--- config.mk ---
export PLATFORM = sky130hd
export DESIGN_NAME = gbfflgofm_rd_ctrl
export DESIGN_NICKNAME = d
export VERILOG_FILES = /design/src/rtl/gbfflgofm_rd_ctrl.sv
export SDC_FILE = /design/constraint.sdc
export NUM_CORES = 1
export LEC_CHECK = 0
export BUFFER_PORTS_ARGS = -buffer_cell sky130_fd_sc_hd__buf_2
export CORE_UTILIZATION = 40
export CTS_CLUSTER_SIZE = 20
export DETAILED_ROUTE_END_ITERATION = 6
export GPL_TIMING_DRIVEN = 1
export MAX_ROUTING_LAYER = met4
export PLACE_DENSITY = 0.62
export SLEW_MARGIN = 20
export SYNTH_ARGS = -nofsm -noshare
export SYNTH_HDL_FRONTEND = slang
export SYNTH_SLANG_ARGS = --single-unit
--- constraint.sdc ---
create_clock -name clk -period 6.5 [get_ports clk]
set_input_delay 0.65 -clock clk [delete_from_list [all_inputs] [get_ports clk]]
set_output_delay 0.65 -clock clk [all_outputs]
set_load 0.03 [all_outputs]
--- src/rtl/gbfflgofm_rd_ctrl.sv ---
// Read-side controller for the OFM flag global buffer: drains word_num words
// from the flag SRAM starting at base_addr (wrapping), yielding to writes.
// Ports: clk/rst; start, base_addr, word_num -> busy, done;
//        SRAM: ram_write_en in, ram_read_en/ram_addr_r out, ram_data_out in;
//        stream: out_valid/out_data out, out_ready in (2-entry FIFO behind it).
module gbfflgofm_rd_ctrl #(
   parameter int SRAM_DEPTH_BIT = 6,
   parameter int SRAM_WIDTH     = 28
) (
   input  logic                      clk,
   input  logic                      rst,
   input  logic                      start,
   input  logic [SRAM_DEPTH_BIT-1:0] base_addr,
   input  logic [SRAM_DEPTH_BIT:0]   word_num,
   output logic                      busy,
   output logic                      done,
   input  logic                      ram_write_en,
   output logic                      ram_read_en,
   output logic [SRAM_DEPTH_BIT-1:0] ram_addr_r,
   input  logic [SRAM_WIDTH-1:0]     ram_data_out,
   output logic                      out_valid,
   input  logic                      out_ready,
   output logic [SRAM_WIDTH-1:0]     out_data
);

   typedef enum logic [1:0] {IDLE, READ, DRAIN} state_t;

   localparam logic [SRAM_DEPTH_BIT:0] CNT_ONE = 1;

   state_t                      state;
   logic [SRAM_DEPTH_BIT-1:0]   ptr;
   logic [SRAM_DEPTH_BIT:0]     issue_cnt;
   logic [SRAM_DEPTH_BIT:0]     pop_cnt;
   logic                        pend;
   logic                        done_r;
   logic [SRAM_WIDTH-1:0]       fifo_mem [2];
   logic                        wr_ptr;
   logic                        rd_ptr;
   logic [1:0]                  fifo_cnt;

   logic                        pop;
   logic                        issue;
   logic [2:0]                  occ;

   assign pop = (fifo_cnt != 2'd0) && out_ready;

   // Slots committed for the next cycle: words held, plus the word landing
   // from last cycle's read, minus the one leaving now. A new read is only
   // allowed if its data is guaranteed a FIFO slot when it returns.
   assign occ   = {1'b0, fifo_cnt} + {2'b00, pend} - {2'b00, pop};
   assign issue = (state == READ) && !ram_write_en && (occ < 3'd2);

   assign ram_read_en = issue;
   assign ram_addr_r  = ptr;
   assign out_valid   = (fifo_cnt != 2'd0);
   assign out_data    = fifo_mem[rd_ptr];
   assign busy        = (state != IDLE);
   assign done        = done_r;

   always_ff @(posedge clk) begin
      if (rst) begin
         state       <= IDLE;
         ptr         <= '0;
         issue_cnt   <= '0;
         pop_cnt     <= '0;
         pend        <= 1'b0;
         done_r      <= 1'b0;
         fifo_mem[0] <= '0;
         fifo_mem[1] <= '0;
         wr_ptr      <= 1'b0;
         rd_ptr      <= 1'b0;
         fifo_cnt    <= 2'd0;
      end else begin
         done_r <= 1'b0;
         pend   <= issue;

         if (pend) begin
            fifo_mem[wr_ptr] <= ram_data_out;
            wr_ptr           <= ~wr_ptr;
         end
         if (pop) begin
            rd_ptr <= ~rd_ptr;
         end
         fifo_cnt <= fifo_cnt + {1'b0, pend} - {1'b0, pop};

         unique case (state)
            IDLE: begin
               if (start) begin
                  if (word_num != '0) begin
                     ptr       <= base_addr;
                     issue_cnt <= word_num;
                     pop_cnt   <= word_num;
                     state     <= READ;
                  end else begin
                     done_r <= 1'b1;
                  end
               end
            end
            READ: begin
               if (issue) begin
                  ptr       <= ptr + 1'b1;
                  issue_cnt <= issue_cnt - CNT_ONE;
                  if (issue_cnt == CNT_ONE) begin
                     state <= DRAIN;
                  end
               end
               if (pop) begin
                  pop_cnt <= pop_cnt - CNT_ONE;
               end
            end
            DRAIN: begin
               if (pop) begin
                  pop_cnt <= pop_cnt - CNT_ONE;
                  if (pop_cnt == CNT_ONE) begin
                     state  <= IDLE;
                     done_r <= 1'b1;
                  end
               end
            end
            default: state <= IDLE;
         endcase
      end
   end

endmodule

After elaboration in Yosys (flattened, before gate mapping)
Memories as Yosys holds them, arrays and structs flattened. A register that Yosys moved wholly into a read port is not among the register bits.
Cells that the tools add are included.
Word-level totals
  register bits: 28
  RAM bits: 56
  input bits: 46
  output and inout bits: 38
  memories kept: 1
Cells by class
  $add $sub $neg: 7
  order comparisons: 1
  equality and inequality tests: 11
  mux-type cells: 32
  bitwise gates (word level): 2
  reductions and logical operators: 15
Memory list
  fifo_mem: words 2, width 28, read ports 1, clocked after memory_dff 1, wr ports 2, RTL line 36  | logic [SRAM_WIDTH-1:0] fifo_mem [2];
Operator list (count)
  2-to-1 mux 28 bit: 1
  2-to-1 mux 7 bit: 4
  one-hot mux 7 bit (2 select lines): 2
  OR reduction 28 bit: 1
  2-to-1 mux 6 bit: 3
  equality test 7 x 1 -> 1 bit (second input constant): 2
  subtractor 7 x 1 -> 7 bit (second input constant): 2
  2-to-1 mux 1 bit: 13
  2-to-1 mux 2 bit: 6
  one-hot mux 6 bit (2 select lines): 1
  != test 2 bit (second input constant): 5
  AND reduction 4 bit: 2
  nonzero test 2 bit: 4
  nonzero test 7 bit: 1
  adder 6 x 1 -> 6 bit (second input constant): 1
  one-hot mux 2 bit (3 select lines): 1
  AND reduction 6 bit: 1
  != test 2 x 1 -> 1 bit (second input constant): 2
  adder 2 x 1 -> 3 bit: 1
  logical AND 1 bit: 3
  less-than comparator 3 x 2 -> 1 bit (second input constant): 1
  subtractor 3 x 1 -> 3 bit: 1
  adder 2 x 1 -> 2 bit: 1
  equality test 2 x 1 -> 1 bit (second input constant): 1
  other kinds (7): 8

Longest topological paths before layout
Gate-level depths: netlist of run 1.
  depth after elaboration: 7
  gate-level depth with buffers: 11
  gate-level depth less buffers: 10

Worst setup path after synthesis of run 1
Ideal clock, no wire load.
  path type: input to register
  start point: in out_ready
  end point: reg state[1]
  setup time: 0.121 ns
  arrival time: 2.990 ns
  required time: 6.379 ns
  slack: 3.389 ns
  stages on the path: 9
  path buffers: 0
  cells stage by stage: nand3_1 > o21ai_0 > ha_1 > fa_1 > xnor2_1 > nor4b_2 > nand4b_1 > a221o_2 > mux2i_1
Between the ends
  longest elaborated chain between the ends: 6
Ends and longest elaborated chain
  start, declared: RTL line 22  | input logic out_ready,
  logical AND 1 bit: RTL line 45  | assign pop = (fifo_cnt != 2'd0) && out_ready;
  subtractor 3 x 1 -> 3 bit: RTL line 50  | assign occ = {1'b0, fifo_cnt} + {2'b00, pend} - {2'b00, pop};
  less-than comparator 3 x 2 -> 1 bit: RTL line 51  | assign issue = (state == READ) && !ram_write_en && (occ < 3'd2);
  logical AND 1 bit: RTL line 51
  via ram_read_en: RTL line 18  | output logic ram_read_en,
  != test 2 bit (no line)
  AND reduction 6 bit (no line)
  end signal, assigned: RTL line 62  | state <= IDLE;
  end signal, assigned: RTL line 93  | state <= READ;
  end signal, assigned: RTL line 104  | state <= DRAIN;
  end, declared: RTL line 30  | state_t state;
The timed path passes the listed nets, and every way through them passes these cells.
A chain may end at the register's enable or synchronous reset.

Worst setup path after layout of run 1
  start point: reg fifo_cnt[0]
  end point: out ram_read_en
Between the ends
  longest elaborated chain between the ends: 5
Ends and longest elaborated chain
  start, declared: RTL line 39  | logic [1:0] fifo_cnt;
  start signal, assigned: RTL line 84  | fifo_cnt <= fifo_cnt + {1'b0, pend} - {1'b0, pop};
  branches (longest 2 deep; another with adder 2 x 1 -> 3 bit)
  subtractor 3 x 1 -> 3 bit (*): RTL line 50
  less-than comparator 3 x 2 -> 1 bit (*): RTL line 51
  logical AND 1 bit (*): RTL line 51
  end, declared: RTL line 18
Every way passes the cells marked *.

==> impl_metrics.json, run 1 <==
{
  "cp.required_ns": 5.85,
  "p_int_w": 0.00110,
  "drive_gt1_frac": 0.322,
  "rows": 36,
  "routed_wl_mm": 8.49,
  "cts_hold_buf": 0,
  "num_vias": 2953,
  "worstHoldEndpoint": "pop_cnt[1]",
  "yosys-top-cells-area": "edfxtp_1 40%, dfxtp_1 14%, mux2_2 9.5%",
  "numCtsBuffers": 9,
  "cts_setup_buffers": 0,
  "period_share": 0.479,
  "gp_congestion": 0.773,
  "crit_buf_inv": 2,
  "async_flop_share": 0,
  "slew_violations": 0,
  "synth_edf_count": 56,
  "p_leak_nw": 2.00,
  "nNetsFinal": 504,
  "drcViolationCount": 0,
  "path_delay_family": "simple AND/OR/NAND/NOR gates",
  "synth_top_area_frac": 0.403,
  "core_area_sq_mm": 0.00995,
  "finalWorstSetupSlack_ns": 3.38,
  "synthSimpleGateAreaFrac": 0.187,
  "clock_skew_ns": 0.0116,
  "synth_mux_area_frac": 0.107,
  "regToRegStartpoint": "fifo_cnt[0]",
  "grt_max_degree": 36,
  "power_frac_comb": 0.394,
  "antenna_found_initial": 1,
  "synthToLayoutAreaGrowth_pct": 17.4,
  "reg2reg_depth": 10,
  "hold_start": "pop_cnt[1]",
  "dpl_worst_slack_ns": 3.10,
  "crit_chain": "inv_1, nand3_1, o21ai_0, ha_1, fa_1, xnor2_1, nor4b_2, buf_2",
  "syn_area_sq_mm": 0.00417,
  "tightest_slew_ns": 0.939,
  "place_hpwl_mm": 5.63,
  "hold_path_depth": 2,
  "root_buffer": "clkbuf_8",
  "die_w_microns": 104,
  "fillerInstances": 924,
  "synthAdderAreaFrac": 0.0318,
  "min_period_ns": 3.12,
  "clockPowerShare": 0.201,
  "globalRouteOverflowTotal": 0,
  "startpoint": "fifo_cnt[0]",
  "vdd_drop_max_mv": 0.238,
  "antenna_left": 0,
  "synth-xor-area-share": 0.00630,
  "criticalPathCategory": "reg2out",
  "ys_warn_count": 0,
  "fin_cells": 587,
  "multiInputGateArea_sq_mm": 0.00177,
  "cts_buffer_depth": 2,
  "pwr-share-seq": 0.405,
  "yosysTopAreaCell": "edfxtp_1",
  "p_sw_w": 0.000706,
  "cp.arrival_ns": 2.47,
  "hold_viol": 0,
  "cts_num_sinks": 85,
  "syn_area_per_cell_sq_um": 11.2,
  "slew_headroom": 0.374,
  "viasPerCell": 5.03,
  "ys_ff_latch": 85,
  "switching_share": 0.392,
  "cap_violations": 0,
  "synth_nets": 427,
  "start_kind": "flip-flop",
  "critPathMaxStageDelay_ns": 0.46,
  "cp_max_fo": 5,
  "grt_pass1_vias": 2873,
  "rsz0062_at_grt": "no",
  "ios": 84,
  "grt_pass1_wl_mm": 14.0,
  "cts_resized": 0,
  "cp-end-kind": "primary output",
  "initial_core_util": 0.419,
  "netlist-cell-type-count": 47,
  "regToRegSetupSlack_ns": 3.64,
  "place_inst": 570,
  "clk_pin_slew_worst_paths_ns": 0.09,
  "outcome": "finished clean",
  "track_usage": 0.169,
  "synth_commonest_cells": "58 x and2_1, 56 x edfxtp_1, 35 x mux2_2",
  "htree_levels": 3,
  "hp-class": "reg2reg",
  "synthFlopType": "edfxtp_1",
  "finalSetupTns_ns": 0,
  "seq_area_sq_mm": 0.00226,
  "p_per_area_mw_per_mm2": 368,
  "r2r_end": "issue_cnt[2]",
  "setup_violations": 0,
  "clk_latency_ns": 0.36,
  "dieArea_sq_mm": 0.0108,
  "slowest_stage": "nor4b_2",
  "yosysMostFrequentCell": "and2_1",
  "max_freq_ghz": 0.321,
  "synth_cells": 371,
  "cts_tree": "done",
  "die_height_microns": 104,
  "synth-seq-area-share": 0.543,
  "avgRoutedWirePerCell_microns": 14.5,
  "portBuffers": 83,
  "firstDrtPassIters": 5,
  "drt_iter0_markers": 108,
  "synth_compound_area_frac": 0.0904,
  "synth_top_family_by_area": "simple AND/OR/NAND/NOR gates"
}
metrics by stage:
step	area, sq um	power, W	util	hold slack, ns
2_1_floorplan	4170	0.00129	-	0.441
6_report	4890	0.00180	0.492	0.484
5_1_grt	4890	0.00194	0.492	0.514
3_3_place_gp	4700	0.00143	0.472	0.465
3_5_place_dp	4700	0.00145	0.472	0.466
4_1_cts	4890	0.00181	0.491	0.480
flip-flops by register name, indices dropped and copies added (netlist names), named ones only:
name        flops
rd_ptr          1
fifo_mem       56
ram_addr_r      6
issue_cnt       7
wr_ptr          1
pop_cnt         7
pend            1
state           2
done            1
fifo_cnt        2
power groups by stage:
stage	sequential (W)	combinational, W	clock, W
floorplan	0.000749	0.000542	0
global placement	0.000738	0.000695	0
detailed placement	0.000741	0.000709	0
CTS	0.000729	0.000712	0.000372
global route	0.000742	0.000793	0.000400
finish	0.000730	0.000709	0.000362
layout by cell type (no fill, tap or decap), types with 2 or more instances in the layout:
cell type / count
nand2b_1: 6
nand3_1: 5
o21ai_0: 16
nor3b_2: 2
clkbuf_8: 9
and4b_1: 2
nand4b_1: 2
buf_2: 83
or4_4: 2
ha_1: 9
nor2_1: 17
o22ai_1: 4
edfxtp_1: 56
and2_1: 58
nor4_1: 2
a21oi_1: 19
xnor2_1: 2
mux2i_1: 5
inv_8: 3
o211ai_1: 3
a21boi_0: 3
dfxtp_1: 29
nor2b_1: 10
a31oi_1: 3
o21ai_1: 2
or3_1: 2
o31a_1: 2
nand2_1: 17
buf_4: 4
inv_1: 16
nor3_1: 4
clkinvlp_4: 3
mux2_2: 35
o21a_1: 3
worst reg2reg max path, cell delays in order (launching register included):
cell and delay (ns):
dfxtp_1 0.34, inv_1 0.06, nand3_1 0.12, o21ai_0 0.11, ha_1 0.21, fa_1 0.37
xnor2_1 0.14, nor4b_2 0.46, o21a_1 0.58, mux2i_1 0.25, o22ai_1 0.09
routing by layer:
metal / wire length [microns] / global-route usage
met1: 3760 / 0.203
met2: 4180 / 0.278
met3: 431 / 0.0439
met4: 113 / 0.0531
met5: 0 / -
worst max-delay path by stage:
| stage | cells past startpoint | end |
|---|---|---|
| 2_1_floorplan | 9 | state[1] |
| 3_3_place_gp | 10 | ram_addr_r[0] |
| 3_5_place_dp | 10 | ram_addr_r[0] |
| 4_1_cts | 8 | ram_read_en |
| 5_1_grt | 8 | ram_read_en |
| 6_report | 8 | ram_read_en |
cell type report:
type / instances / share of cell area
Inverter: 16 / 0.0123
Timing Repair Buffer: 87 / 0.0910
Tap cell: 133 / 0.0340
Clock buffer: 9 / 0.0253
Clock inverter: 7 / 0.0133
Multi-Input combinational cell: 249 / 0.361
Antenna cell: 1 / 0.000511
Sequential cell: 85 / 0.462
kinds of logic after synthesis:
kind of cell	Yosys count
XOR/XNOR	3
flip-flops	85
AO/OA/AOI/OAI	62
buffers and inverters	37
multiplexers	40
AND/OR/NAND/NOR	134
adder cells (fa/ha/maj)	10
No activity file was read; power rests on OpenSTA's default activity.
==> run 2: changes to the inputs <==
Settings changed: PLACE_DENSITY 0.62 to 0.65.
Clock period 6.5 ns to 2.7 ns, I/O delays scaled along.
==> run 2 against run 1 <==
Effect of this change:
- die area unchanged
- clock power up 120%
- via count up 1.7%
- wire length up 1.9%
- final cell count up 0.85%
- sequential cell count unchanged
- design area up 1.4%
- count of clock-buffer cells in the layout unchanged
- critical path depth down 1
- sequential share of layout area down 0.63 points
- global-route usage up 0.49 points
- critical path type unchanged
- highest routed layer unchanged
==> impl_metrics.json, run 2 (synthesized netlist as in run 1, its figures left out) <==
{
  "final_cell_mix": "82 x buf_2, 58 x and2_1, 56 x edfxtp_1",
  "die_height_microns": 104,
  "regToRegStartpoint": "fifo_cnt[1]",
  "root_buffer": "clkbuf_8",
  "synthToLayoutAreaGrowth_pct": 19.0,
  "largest_register_ffs": 56,
  "cts_hold_buf": 0,
  "htree_levels": 3,
  "critPathMaxStageDelay_ns": 0.47,
  "hp-class": "in2reg",
  "reg2reg_depth": 9,
  "cap_violations": 0,
  "numCtsBuffers": 9,
  "fillerInstances": 920,
  "min_period_ns": 2.56,
  "clock_skew_ns": 0.0117,
  "initial_core_util": 0.419,
  "slowest_stage": "fa_2",
  "avgRoutedWirePerCell_microns": 14.6,
  "slew_headroom": 0.527,
  "p_per_area_mw_per_mm2": 888,
  "grt_pass1_vias": 2971,
  "num_vias": 3003,
  "drcViolationCount": 0,
  "start_kind": "flip-flop",
  "nNetsFinal": 510,
  "largestRegisters": "fifo_mem: 56 flops, issue_cnt: 7 flops, pop_cnt: 7 flops",
  "viasPerCell": 5.07,
  "antenna_found_initial": 0,
  "crit_chain": "nand3_2, o21ai_0, ha_1, fa_2, nor4b_4, buf_4, buf_6",
  "routed_wl_mm": 8.65,
  "cp.arrival_ns": 2.29,
  "max_freq_ghz": 0.391,
  "criticalPathCategory": "reg2out",
  "ios": 84,
  "drive_gt1_frac": 0.342,
  "vdd_drop_max_mv": 0.467,
  "antenna_left": 0,
  "cp_max_fo": 5,
  "max_flop_register": "fifo_mem",
  "cts_buffer_depth": 2,
  "clk_pin_slew_worst_paths_ns": 0.09,
  "die_w_microns": 104,
  "setup_violations": 0,
  "cts_num_sinks": 85,
  "grt_max_degree": 36,
  "core_area_sq_mm": 0.00995,
  "grt_pass1_wl_mm": 14.4,
  "drt_iter0_markers": 85,
  "startpoint": "fifo_cnt[1]",
  "hold_start": "ram_data_out[11]",
  "finalSetupTns_ns": 0,
  "portBuffers": 83,
  "clk_latency_ns": 0.35,
  "dieArea_sq_mm": 0.0108,
  "period_share": 0.947,
  "slew_violations": 0,
  "track_usage": 0.174,
  "outcome": "finished clean",
  "finalInstanceArea_sq_mm": 0.00496,
  "cp-end-kind": "primary output",
  "power_w": 0.00441,
  "final_common_cell": "buf_2",
  "firstDrtPassIters": 4,
  "p_leak_nw": 2.04,
  "n_antenna_cell": 0,
  "place_hpwl_mm": 5.80,
  "rsz0062_at_grt": "no",
  "hold_viol": 0,
  "cts_tree": "done",
  "rows": 36,
  "finish.utilization": 0.498,
  "gp_congestion": 0.784,
  "hold_path_depth": 2,
  "tightest_slew_ns": 0.709,
  "globalRouteOverflowTotal": 0,
  "cp.required_ns": 2.43,
  "dpl_cell_area_sq_mm": 0.00475
}
## run 2: path summary, 6_finish.rpt
check,end,slack (ns)
hold reg to reg,pop_cnt[1],0.47
setup reg to reg,state[1],0.18
hold / removal,fifo_mem[0][11],0.20
setup / recovery,ram_read_en,0.14
## run 2: where the power goes
part / internal, W / switching [W] / leakage (nW)
Clock: 0.000337 / 0.000476 / 0.0856
Combinational: 0.000766 / 0.00107 / 1.13
Sequential: 0.00160 / 0.000162 / 0.818
## run 2: routing by layer
metal | share of wire | up-vias | GRT usage | wire length, microns
met2 | 0.50 | 94 | 0.288 | 4290
li1 | - | 1475 | - | -
met5 | 0 | - | - | 0
met4 | 0.0093 | 0 | 0.0520 | 80
met1 | 0.43 | 1426 | 0.209 | 3760
met3 | 0.060 | 8 | 0.0439 | 516
## run 2: through the flow
stage          std cells  hold WS (ns)  setup slack, ns
2_1_floorplan        371         0.420           0.0906
4_1_cts              591         0.185           0.0467
3_3_place_gp         575         0.454            0.197
5_1_grt              592         0.180          0.00842
3_5_place_dp         575         0.467            0.121
6_report             592         0.195            0.142
## run 2: final cells by class
| type | count | area [sq um] | area share |
|---|---|---|---|
| inverters | 16 | 60.1 | 0.0121 |
| clock inverters | 7 | 51.3 | 0.0103 |
| well taps | 133 | 166 | 0.0335 |
| clock buffers | 9 | 124 | 0.0250 |
| flip-flops and latches | 85 | 2260 | 0.456 |
| repair buffers | 93 | 500 | 0.101 |
| multi-input cells | 249 | 1800 | 0.362 |
## run 2: worst max-delay path: cells and delay by family, from the launching register on
family / cells / cell delay (ns)
flip-flops: 1 / 0.45
buffers and inverters: 2 / 0.32
AND/OR/NAND/NOR: 2 / 0.38
AO/OA/AOI/OAI: 1 / 0.10
adder cells (fa/ha/maj): 2 / 0.67
## run 2: repair_timing
action,4_1_cts,5_1_grt
setup endpoints to repair,0,13
endpoints found under the hold margin,0,0
resized for setup,0,10
buffers inserted,0,1
==> run 3: changes to the inputs <==
Settings changed: BUFFER_PORTS_ARGS -buffer_cell sky130_fd_sc_hd__buf_2 to -buffer_cell sky130_fd_sc_hd__clkbuf_2.
==> run 3 against run 2 <==
Effect of this change:
- sequential power is essentially flat
- final cell count is the same
- worst setup slack gained 0.031 ns
- sequential cell count is the same
- combinational power shrank 3%
- fmax grew 1.2%
- register-to-register slack is essentially flat
- global-route usage shrank 0.34 points
- critical path type unchanged
- non-clock buffer count is the same
- wire length shrank 1.2%
- via count shrank 2.0%
- first-iteration DRC count grew 29%
==> impl_metrics.json, run 3 (synthesized netlist as in run 1, its figures left out) <==
{
  "gp_congestion": 0.835,
  "slew_violations": 0,
  "tightest_slew_ns": 0.732,
  "initial_core_util": 0.419,
  "finalSetupTns_ns": 0,
  "track_usage": 0.170,
  "clock_skew_ns": 0.0118,
  "hold_start": "ram_data_out[12]",
  "core_area_sq_mm": 0.00995,
  "drive_gt1_frac": 0.344,
  "grt_pass1_wl_mm": 14.4,
  "htree_levels": 3,
  "cts_tree": "done",
  "setup_violations": 0,
  "start_kind": "flip-flop",
  "root_buffer": "clkbuf_8",
  "cp_max_fo": 5,
  "regToRegStartpoint": "fifo_cnt[0]",
  "final_cell_mix": "82 x clkbuf_2, 58 x and2_1, 56 x edfxtp_1",
  "antenna_left": 0,
  "vdd_drop_max_mv": 0.578,
  "clk_pin_slew_worst_paths_ns": 0.10,
  "routed_wl_mm": 8.55,
  "portBuffers": 83,
  "criticalPathCategory": "reg2out",
  "synthToLayoutAreaGrowth_pct": 19.5,
  "reg2reg_depth": 9,
  "regToRegSetupSlack_ns": 0.19,
  "final_common_cell": "clkbuf_2",
  "hold_path_depth": 2,
  "die_height_microns": 104,
  "n_antenna_cell": 0,
  "cts_buffer_depth": 2,
  "die_w_microns": 104,
  "place_hpwl_mm": 5.76,
  "r2r_end": "state[1]",
  "multiInputGateArea_sq_mm": 0.00180,
  "antenna_found_initial": 0,
  "dpl_cell_area_sq_mm": 0.00475,
  "p_per_area_mw_per_mm2": 891,
  "worstHoldEndpoint": "fifo_mem[0][12]",
  "viasPerCell": 4.97,
  "nNetsFinal": 510,
  "numCtsBuffers": 9,
  "fillerInstances": 919,
  "cap_violations": 0,
  "period_share": 0.936,
  "slew_headroom": 0.510,
  "globalRouteOverflowTotal": 0,
  "grt_max_degree": 29,
  "drt_iter0_markers": 110,
  "ios": 84,
  "dieArea_sq_mm": 0.0108,
  "rows": 36,
  "avgRoutedWirePerCell_microns": 14.4,
  "holdWs_ns": 0.198,
  "p_leak_nw": 2.03,
  "largestRegisters": "fifo_mem: 56 flops, issue_cnt: 7 flops, pop_cnt: 7 flops",
  "cp.arrival_ns": 2.26,
  "largest_register_ffs": 56,
  "firstDrtPassIters": 4,
  "outcome": "finished clean",
  "rsz0062_at_grt": "no",
  "hp-class": "in2reg",
  "max_flop_register": "fifo_mem",
  "finalInstanceArea_sq_mm": 0.00498,
  "max_freq_ghz": 0.396,
  "cts_num_sinks": 85,
  "num_vias": 2943,
  "cp.required_ns": 2.43,
  "min_period_ns": 2.53,
  "cp-end-kind": "primary output",
  "clk_latency_ns": 0.35,
  "hold_viol": 0,
  "seq_area_sq_mm": 0.00226,
  "grt_pass1_vias": 3006,
  "drcViolationCount": 0
}
==> run 3: cell count changes in the layout (fill, tap and decap cells not counted), sizes merged <==
cell	change
buf	-82
bufinv	+1
clkbuf	+83
clkinv	-3
clkinvlp	+1
==> run 3: worst max path at each step <==
stage,start,to,slack (ns),cells past startpoint
4_1_cts,fifo_cnt[0],ram_read_en,0.03,7
3_5_place_dp,fifo_cnt[0],ram_addr_r[1],0.11,11
6_report,fifo_cnt[0],ram_read_en,0.17,7
3_3_place_gp,fifo_cnt[0],ram_addr_r[1],0.20,10
5_1_grt,fifo_cnt[0],ram_read_en,0.002,7
2_1_floorplan,fifo_cnt[0],state[1],0.09,10
==> run 3: area by class of cell <==
type,count,share of cell area
repair buffers,93,0.0990
well taps,133,0.0334
inverters,16,0.0121
clock inverters,6,0.0146
flip-flops and latches,85,0.455
multi-input cells,249,0.361
clock buffers,10,0.0256
==> run 3: report_power, final <==
group          leakage, nW  switching, W  internal [W]
Combinational         1.12       0.00103      0.000733
Sequential           0.819      0.000162       0.00160
Clock               0.0906      0.000474      0.000436
==> run 3: metrics by stage <==
stage | worst slack, ns | power, W | std cells | utilization
floorplan | 0.0906 | 0.00312 | 371 | -
global placement | 0.202 | 0.00352 | 575 | 0.477
detailed placement | 0.111 | 0.00355 | 575 | 0.477
CTS | 0.0349 | 0.00446 | 591 | 0.497
global route | 0.00191 | 0.00474 | 592 | 0.500
finish | 0.173 | 0.00444 | 592 | 0.500
==> run 3: worst max-delay path, stage by stage, from the launching register on <==
cell and delay [ns]:
dfxtp_2 0.32, inv_1 0.09, nand3_2 0.10, o21ai_1 0.09
ha_2 0.20, fa_2 0.47, nor4b_4 0.40, buf_4 0.23
==> run 3: layer usage <==
layer	up-vias	GRT usage	routed length, microns
met1	1378	0.206	3960
met5	-	-	0
met4	0	0.0541	98
met2	82	0.281	4080
met3	10	0.0407	411
li1	1473	-	-
==> run 3: timing repair <==
item | CTS | global route
endpoints found under the setup margin | 0 | 15
setup buffers | 0 | 1
gates resized for setup | 0 | 12
hold buffers | 0 | 0
